--- config.mk ---
export PLATFORM = sky130hd
export DESIGN_NAME = risc_spm_core
export DESIGN_NICKNAME = d
export VERILOG_FILES = /design/src/rtl/risc_spm_pkg.sv /design/src/rtl/risc_spm_sram.sv /design/src/rtl/risc_spm_core.sv
export SDC_FILE = /design/constraint.sdc
export NUM_CORES = 2
export LEC_CHECK = 0
export CAP_MARGIN = 10
export CORE_MARGIN = 8
export CORE_UTILIZATION = 55
export CTS_BUF_LIST = sky130_fd_sc_hd__clkbuf_4
export CTS_CLUSTER_SIZE = 20
export DETAILED_ROUTE_END_ITERATION = 10
export DONT_BUFFER_PORTS = 1
export PLACE_DENSITY = 0.7
export SLEW_MARGIN = 20
export SYNTH_ARGS = -nofsm -noshare
export SYNTH_HDL_FRONTEND = slang
export SYNTH_HIERARCHICAL = 1
export SYNTH_MEMORY_MAX_BITS = 65536
export SYNTH_SLANG_ARGS = --single-unit
--- constraint.sdc ---
create_clock -name clk -period 10.3 [get_ports clk]
set_clock_uncertainty 0.1 [all_clocks]
set_input_delay 1.545 -clock clk [delete_from_list [all_inputs] [get_ports clk]]
set_output_delay 1.545 -clock clk [all_outputs]
set_load 0.1 [all_outputs]
--- src/rtl/risc_spm_pkg.sv ---
// risc_spm_pkg -- shared definitions for the RISC SPM core.
//   Holds the default word/address widths, the 4-bit opcode constants and
//   the control FSM state enum.  Imported by risc_spm_sram and risc_spm_core.
package risc_spm_pkg;

   localparam int WORD_SIZE_DEF = 16;
   localparam int ADDR_SIZE_DEF = 8;

   typedef enum logic [1:0] {
      ST_FETCH = 2'd0,
      ST_EXEC  = 2'd1,
      ST_HALT  = 2'd2
   } state_t;

   localparam logic [3:0] OP_NOP  = 4'h0;
   localparam logic [3:0] OP_ADD  = 4'h1;
   localparam logic [3:0] OP_LDI  = 4'h2;
   localparam logic [3:0] OP_SUB  = 4'h3;
   localparam logic [3:0] OP_AND  = 4'h4;
   localparam logic [3:0] OP_NOT  = 4'h5;
   localparam logic [3:0] OP_BRZ  = 4'h6;
   localparam logic [3:0] OP_HALT = 4'h7;
   localparam logic [3:0] OP_INC  = 4'h8;
   localparam logic [3:0] OP_BR   = 4'h9;
   localparam logic [3:0] OP_RD   = 4'hA;
   localparam logic [3:0] OP_WR   = 4'hB;
   localparam logic [3:0] OP_DEC  = 4'hC;
   localparam logic [3:0] OP_SHR  = 4'hD;
   localparam logic [3:0] OP_SHL  = 4'hE;

endpackage

--- src/rtl/risc_spm_sram.sv ---
// risc_spm_sram -- single-port 2^ADDR_SIZE x WORD_SIZE memory.
//   Asynchronous read, synchronous write.  Contents are not reset; they are
//   preloaded from outside through the array "memory".
// Ports:
//   i_clk   : clock, write on rising edge
//   i_we    : write enable
//   i_addr  : shared read/write address
//   i_wdata : write data
//   o_rdata : combinational read data at i_addr
module risc_spm_sram
   import risc_spm_pkg::*;
#(
   parameter int WORD_SIZE = WORD_SIZE_DEF,
   parameter int ADDR_SIZE = ADDR_SIZE_DEF
) (
   input  logic                 i_clk,
   input  logic                 i_we,
   input  logic [ADDR_SIZE-1:0] i_addr,
   input  logic [WORD_SIZE-1:0] i_wdata,
   output logic [WORD_SIZE-1:0] o_rdata
);

   logic [WORD_SIZE-1:0] memory [2**ADDR_SIZE];

   assign o_rdata = memory[i_addr];

   // Plain always block: the array is also preloaded hierarchically from
   // outside, so it is not owned exclusively by this process.
   always @(posedge i_clk) begin
      if (i_we) begin
         memory[i_addr] <= i_wdata;
      end
   end

endmodule

--- src/rtl/risc_spm_core.sv ---
// risc_spm_core -- simple stored-program machine: 4 registers, Z flag,
//   FETCH/EXEC/HALT control FSM, every instruction takes two cycles.
//   Instruction word: [15:12] opcode, [11:10] Rd, [9:8] Rs, [7:0] addr.
// Ports:
//   clk    : clock, all state changes on rising edge
//   rst    : synchronous active-low reset (memory is not cleared)
//   halted : high while the FSM sits in HALT
// Optional (macro RISC_SPM_DBG_EN):
//   dbg_pc, dbg_ir, dbg_r0 : current PC, IR and R0, straight from registers
module risc_spm_core
   import risc_spm_pkg::*;
#(
   parameter int WORD_SIZE = WORD_SIZE_DEF,
   parameter int ADDR_SIZE = ADDR_SIZE_DEF
) (
   input  logic                 clk,
   input  logic                 rst,
`ifdef RISC_SPM_DBG_EN
   output logic [ADDR_SIZE-1:0] dbg_pc,
   output logic [WORD_SIZE-1:0] dbg_ir,
   output logic [WORD_SIZE-1:0] dbg_r0,
`endif
   output logic                 halted
);

   state_t               r_state;
   logic [ADDR_SIZE-1:0] r_pc;
   logic [WORD_SIZE-1:0] r_ir;
   logic [WORD_SIZE-1:0] r_regs [4];
   logic                 r_z;
   logic                 r_halted;

   logic [3:0]           w_opcode;
   logic [1:0]           w_rd;
   logic [1:0]           w_rs;
   logic [ADDR_SIZE-1:0] w_addr;
   logic [WORD_SIZE-1:0] w_rd_val;
   logic [WORD_SIZE-1:0] w_rs_val;
   logic [ADDR_SIZE-1:0] w_pc_inc;
   logic [ADDR_SIZE-1:0] w_mem_addr;
   logic                 w_mem_we;
   logic [WORD_SIZE-1:0] w_mem_rdata;
   logic [WORD_SIZE-1:0] w_alu_res;
   logic                 w_reg_we;
   logic                 w_z_upd;

   assign w_opcode = r_ir[WORD_SIZE-1 -: 4];
   assign w_rd     = r_ir[WORD_SIZE-5 -: 2];
   assign w_rs     = r_ir[WORD_SIZE-7 -: 2];
   assign w_addr   = r_ir[ADDR_SIZE-1:0];
   assign w_rd_val = r_regs[w_rd];
   assign w_rs_val = r_regs[w_rs];
   assign w_pc_inc = r_pc + 1'b1;
   assign halted   = r_halted;

`ifdef RISC_SPM_DBG_EN
   assign dbg_pc = r_pc;
   assign dbg_ir = r_ir;
   assign dbg_r0 = r_regs[0];
`endif

   // One memory port: PC addresses it except when RD/WR execute.  The write
   // is gated by rst so a reset edge never commits a pending WR.
   always_comb begin
      w_mem_addr = r_pc;
      w_mem_we   = 1'b0;
      if (r_state == ST_EXEC) begin
         if (w_opcode == OP_RD || w_opcode == OP_WR) begin
            w_mem_addr = w_addr;
         end
         if (w_opcode == OP_WR) begin
            w_mem_we = rst;
         end
      end
   end

   risc_spm_sram #(
      .WORD_SIZE (WORD_SIZE),
      .ADDR_SIZE (ADDR_SIZE)
   ) M2_SRAM (
      .i_clk   (clk),
      .i_we    (w_mem_we),
      .i_addr  (w_mem_addr),
      .i_wdata (w_rs_val),
      .o_rdata (w_mem_rdata)
   );

   // Result, register write enable and Z update for the instruction in IR.
   always_comb begin
      w_alu_res = '0;
      w_reg_we  = 1'b0;
      w_z_upd   = 1'b0;
      unique case (w_opcode)
         OP_ADD: begin w_alu_res = w_rd_val + w_rs_val; w_reg_we = 1'b1; w_z_upd = 1'b1; end
         OP_SUB: begin w_alu_res = w_rd_val - w_rs_val; w_reg_we = 1'b1; w_z_upd = 1'b1; end
         OP_AND: begin w_alu_res = w_rd_val & w_rs_val; w_reg_we = 1'b1; w_z_upd = 1'b1; end
         OP_NOT: begin w_alu_res = ~w_rs_val;           w_reg_we = 1'b1; w_z_upd = 1'b1; end
         OP_INC: begin w_alu_res = w_rd_val + 1'b1;     w_reg_we = 1'b1; w_z_upd = 1'b1; end
         OP_DEC: begin w_alu_res = w_rd_val - 1'b1;     w_reg_we = 1'b1; w_z_upd = 1'b1; end
         OP_SHR: begin w_alu_res = {1'b0, w_rd_val[WORD_SIZE-1:1]}; w_reg_we = 1'b1; w_z_upd = 1'b1; end
         OP_SHL: begin w_alu_res = {w_rd_val[WORD_SIZE-2:0], 1'b0}; w_reg_we = 1'b1; w_z_upd = 1'b1; end
         OP_LDI, OP_RD: begin w_alu_res = w_mem_rdata; w_reg_we = 1'b1; end
         default: begin w_alu_res = '0; end
      endcase
   end

   always_ff @(posedge clk) begin
      if (!rst) begin
         r_state  <= ST_FETCH;
         r_pc     <= '0;
         r_ir     <= '0;
         r_z      <= 1'b0;
         r_halted <= 1'b0;
         for (int i = 0; i < 4; i++) begin
            r_regs[i] <= '0;
         end
      end else begin
         unique case (r_state)
            ST_FETCH: begin
               r_ir    <= w_mem_rdata;
               r_pc    <= w_pc_inc;
               r_state <= ST_EXEC;
            end
            ST_EXEC: begin
               if (w_reg_we) begin
                  r_regs[w_rd] <= w_alu_res;
               end
               if (w_z_upd) begin
                  r_z <= (w_alu_res == '0);
               end
               // LDI consumes its operand word, so PC steps past it.
               if (w_opcode == OP_LDI) begin
                  r_pc <= w_pc_inc;
               end else if (w_opcode == OP_BR || (w_opcode == OP_BRZ && r_z)) begin
                  r_pc <= w_addr;
               end
               if (w_opcode == OP_HALT) begin
                  r_state  <= ST_HALT;
                  r_halted <= 1'b1;
               end else begin
                  r_state <= ST_FETCH;
               end
            end
            ST_HALT: begin
               r_state  <= ST_HALT;
               r_halted <= 1'b1;
            end
            default: begin
               r_state <= ST_FETCH;
            end
         endcase
      end
   end

endmodule

==> summary.txt <==
STA
  • FMAX: 121 MHz
  • Unrepaired setup endpoints after global routing: no
  • Final setup viols: 0
  • Fin crit period: 8.24 ns
  • Setup TNS: 0 ns
  • Relative slew slack: 16.8%
  • Slew Limit Fails: 0
  • Measured slew at the worst slew-check pin: 1.25 ns
  • Hold violation count in the final report: 0
  • Crit share post-route: 80.0%
  • Worst-case setup margin in the final layout: 2.06 ns

Cells and area
  • Post-route core utilization: 61.8%
  • Synthesis-to-finish area growth: 12.1%
  • Number of filler instances in the final layout: 20.1k
  • Nets: 8460
  • Share of post-route cells with drive strength above 1: 34.9%

Yosys
  • Synthesized netlist cell count: 7379
  • Largest cells by area after synthesis: sky130_fd_sc_hd__edfxtp_1, sky130_fd_sc_hd__mux4_2, sky130_fd_sc_hd__a22oi_1
  • Netlist area before placement: 161000 sq um
  • Count of synthesis-stage warnings from yosys: 6
  • Nets in the synthesized netlist: 7399
  • Top cell type by total area after synthesis: sky130_fd_sc_hd__edfxtp_1
  • Post-synthesis async set-or-reset flop share: 0%
  • Share of Yosys cell area claimed by the top area cell type: 77.4%
  • Mean instance size in the synthesized netlist: 21.9 sq um
  • Number of synthesized flops with an enable pin: 4160
  • Register area share after synthesis: 77.8%
  • Cell variety after synth: 60
  • Primary FF master, synth: sky130_fd_sc_hd__edfxtp_1
  • Yosys reg bits: 4192

Worst setup path
  • Crit-path slowest cell: sky130_fd_sc_hd__o41ai_1
  • Critical setup path kind: reg2reg
  • Maximum net fanout on the critical path: 76
  • Worst path required time: 11.70 ns
  • Kind of cell with the highest combined delay on the critical path: compound AO/OA/AOI/OAI gates
  • Largest incremental delay on the critical path: 1.14 ns
  • Kind of launch point of the worst setup path: flip-flop
  • Cells traversed along the worst timing path: inv_1, nor2_2, nand3_1, mux2_8, buf_4, buf_4, mux4_2, a22oi_1, a21oi_1, o41ai_1, buf_4, nand4_1, a22oi_1, nand3_1, a21oi_1, and4_1, and3_1, and4_1, a31o_1
  • Cell type with the highest occurrence count on the critical path: sky130_fd_sc_hd__buf_4
  • CP Capture Type: flip-flop
  • Crit path buffers/inverters: 4
  • Arrival @ worst endpoint: 9.64 ns

Placement
  • Total half-perimeter wirelength after legalization and detailed placement: 224000 microns
  • Pre-CTS WS: 1.81 ns
  • RePlAce Congestion: 0.895
  • Count of port buffers added during placement: 0

Global route
  • Number of global-route vias before repair: 86.7k
  • Antenna violations before repair: 14
  • First-pass GRT wire length: 589000 microns
  • Overall fraction of global-route tracks in use: 26.4%
  • Total grt overflow: 0
  • Largest net degree at the start of global routing: 262

Floorplanning
  • # IOs: 3
  • Starting density of the core: 55.1%
  • Core area: 293000 sq um
  • Rows: 199
  • Die area: 311000 sq um
  • Floorplan die height: 558 microns
  • Horizontal die dimension: 558 microns

CTS
  • Clock Sinks: 4192
  • Post-CTS Resized: 0
  • Longest Clk Path Bufs: 5
  • # H-tree levels: 7
  • Source-to-sink clock delay at the later pin of the worst-skew pair: 1.62 ns
  • Number of clock buffers inserted by TritonCTS: 1104
  • Clock edge transition at the registers on the reported setup and hold paths: 0.06 ns
  • Clock tree from TritonCTS: done
  • Cell at the root of the clock tree: sky130_fd_sc_hd__clkbuf_4

Pwr
  • Proportion of total power due to net switching: 26.7%
  • Pwr Density: 221 nW/um^2
  • Switching power total: 10700 uW
  • Leak: 0.0569 uW
  • VDD IR-drop max: 175 uV
  • Fraction of power consumed by the clock network: 34.1%
  • Internal power contribution: 29300 uW
  • Flop pwr share: 50.4%
  • Combinational share of power: 15.5%

Detailed routing
  • Count of unresolved DRC violations after routing: 0
  • Total detailed-routing wirelength: 407000 microns
  • Via count: 83.9k
  • Number of antenna-violating nets in the routed design: 0
  • Wire length per cell after detailed routing: 31.3 microns
  • Violation count after the first detailed-routing iteration: 11.1k
  • Post-DR vias/cell: 6.46
  • Number of iterations in the first detailed-routing pass: 6

Flow run
  • Max cap viols: 0

Min path
  • Type of the tightest min-delay check: in2reg

Outcome
  • Status: finished, final reports clean
==> through the flow <==
stage | std cells | total power, uW | hold WS, ns | cell area [sq um]
after CTS | 13000 | 40100 | 0.0485 | 181000
after global routing | 13000 | 41300 | 0.161 | 181000
after detailed placement | 11200 | 26700 | 0.351 | 168000
final | 13000 | 40000 | 0.233 | 181000
after global placement | 11200 | 26500 | 0.345 | 168000
after floorplan | 7379 | 24600 | 0.336 | 161000
==> logic make-up after synthesis <==
| kind of cell | after synthesis | synth area share, % |
|---|---|---|
| DFF | 4192 | 77.8 |
| AOI/OAI and AO/OA | 971 | 4.08 |
| xor gates and xnor gates | 22 | 0.119 |
| and+or+nand+nor | 628 | 1.73 |
| muxes | 1067 | 14.8 |
| buffers and inverters | 481 | 1.36 |
| adders and majority gates | 18 | 0.144 |
==> registers in the layout, summed over array words and instances, names as in the netlist, named ones only <==
register	cells
r_state	2
M2_SRAM/memory	4096
r_ir	16
r_pc	8
halted	1
r_regs	64
r_z	1
==> power by group through the flow <==
stage          Combinational, uW  Sequential, uW  Clock, uW
6_report                    6210           20100      13600
5_1_grt                     6550           20100      14600
4_1_cts                     6160           20100      13800
3_5_place_dp                6160           20500          0
3_3_place_gp                5990           20500          0
2_1_floorplan               3970           20600          0
==> worst paths after layout <==
kind                                             from                      end  slack, ns  cells after the start
worst max-delay path            r_ir[13]$_SDFFE_PN0P_         r_z$_SDFFE_PN0P_       2.06                     19
worst min-delay path                              rst  r_regs[3][14]$_DFFE_PP_       0.23                      2
worst min register to register   r_ir[9]$_SDFFE_PN0P_                flip-flop       0.37                      2
worst max register to register  r_ir[13]$_SDFFE_PN0P_         r_z$_SDFFE_PN0P_       2.06                     19
==> worst reg2reg max path: cells and delay by family (launching register included) <==
family,cells,cell delay [ns]
DFF,1,0.51
and+or+nand+nor,7,2.17
AOI/OAI and AO/OA,6,2.32
buffers and inverters,4,1.70
muxes,2,1.37
==> routing by layer <==
| metal | vias to the layer above | track usage [%] | part of all wire [%] |
|---|---|---|---|
| li1 | 34200 | - | - |
| met1 | 43600 | 35.9 | 37 |
| met2 | 5299 | 40.4 | 47 |
| met3 | 823 | 8.03 | 12 |
| met4 | 0 | 10.6 | 3.6 |
| met5 | - | 0 | 0 |
==> cell type report <==
class                           instances  area (sq um)  area share (%)
Sequential cell                      4192        126000            69.4
Tap cell                             3919          4900            2.71
Inverter                               13          48.8          0.0270
Clock buffer                         1522         11400            6.31
Antenna cell                           16          40.0          0.0221
Multi-Input combinational cell       2706         34200            18.9
Timing Repair Buffer                  423          3620            2.00
Clock inverter                        201          1230           0.677
==> cells in the mapped netlist, types with 12 or more instances <==
master                     instances
sky130_fd_sc_hd__dfxtp_1          32
sky130_fd_sc_hd__nand2b_1         17
sky130_fd_sc_hd__clkbuf_1        286
sky130_fd_sc_hd__nor2b_1          14
sky130_fd_sc_hd__nand4_1          18
sky130_fd_sc_hd__o41ai_1          65
sky130_fd_sc_hd__edfxtp_1       4160
sky130_fd_sc_hd__a21oi_1         299
sky130_fd_sc_hd__buf_2            82
sky130_fd_sc_hd__buf_6            27
sky130_fd_sc_hd__nand2_1         103
sky130_fd_sc_hd__and3_1           25
sky130_fd_sc_hd__buf_4            17
sky130_fd_sc_hd__nor3_1           40
sky130_fd_sc_hd__inv_1            12
sky130_fd_sc_hd__xnor2_1          14
sky130_fd_sc_hd__buf_1            55
sky130_fd_sc_hd__nand3_1          37
sky130_fd_sc_hd__a22oi_1         522
sky130_fd_sc_hd__ha_1             17
sky130_fd_sc_hd__o21ai_0          24
sky130_fd_sc_hd__mux4_2         1055
sky130_fd_sc_hd__nor2_1          342
sky130_fd_sc_hd__o22ai_1          17
==> placed cells by master (no fill, tap or decap), types with 9 or more instances in the layout <==
master and count:
sky130_fd_sc_hd__edfxtp_1 4160, sky130_fd_sc_hd__clkbuf_4 1522, sky130_fd_sc_hd__mux4_2 1040, sky130_fd_sc_hd__a22oi_1 522, sky130_fd_sc_hd__buf_4 387, sky130_fd_sc_hd__nor2_1 305
sky130_fd_sc_hd__a21oi_1 299, sky130_fd_sc_hd__clkinv_1 156, sky130_fd_sc_hd__nand2_1 100, sky130_fd_sc_hd__o41ai_1 57, sky130_fd_sc_hd__buf_12 32, sky130_fd_sc_hd__dfxtp_1 32
sky130_fd_sc_hd__nor3_2 30, sky130_fd_sc_hd__nand3_1 29, sky130_fd_sc_hd__nor2_2 27, sky130_fd_sc_hd__and3_1 25, sky130_fd_sc_hd__o21ai_0 23, sky130_fd_sc_hd__nand4_1 18
sky130_fd_sc_hd__ha_1 17, sky130_fd_sc_hd__bufinv_16 17, sky130_fd_sc_hd__diode_2 16, sky130_fd_sc_hd__mux4_4 16, sky130_fd_sc_hd__o22ai_1 16, sky130_fd_sc_hd__nand2b_1 15
sky130_fd_sc_hd__inv_2 15, sky130_fd_sc_hd__xnor2_1 14, sky130_fd_sc_hd__inv_1 12, sky130_fd_sc_hd__clkinv_2 11, sky130_fd_sc_hd__nor2_4 10, sky130_fd_sc_hd__nor3_1 10
sky130_fd_sc_hd__a222oi_1 9
==> repair_timing <==
action | in CTS | in global routing
setup buffers | 0 | 0
hold buffers | 1 | 0
endpoints found under the hold margin | 2 | 0
Note: power is estimated with default switching activity, not from simulation.
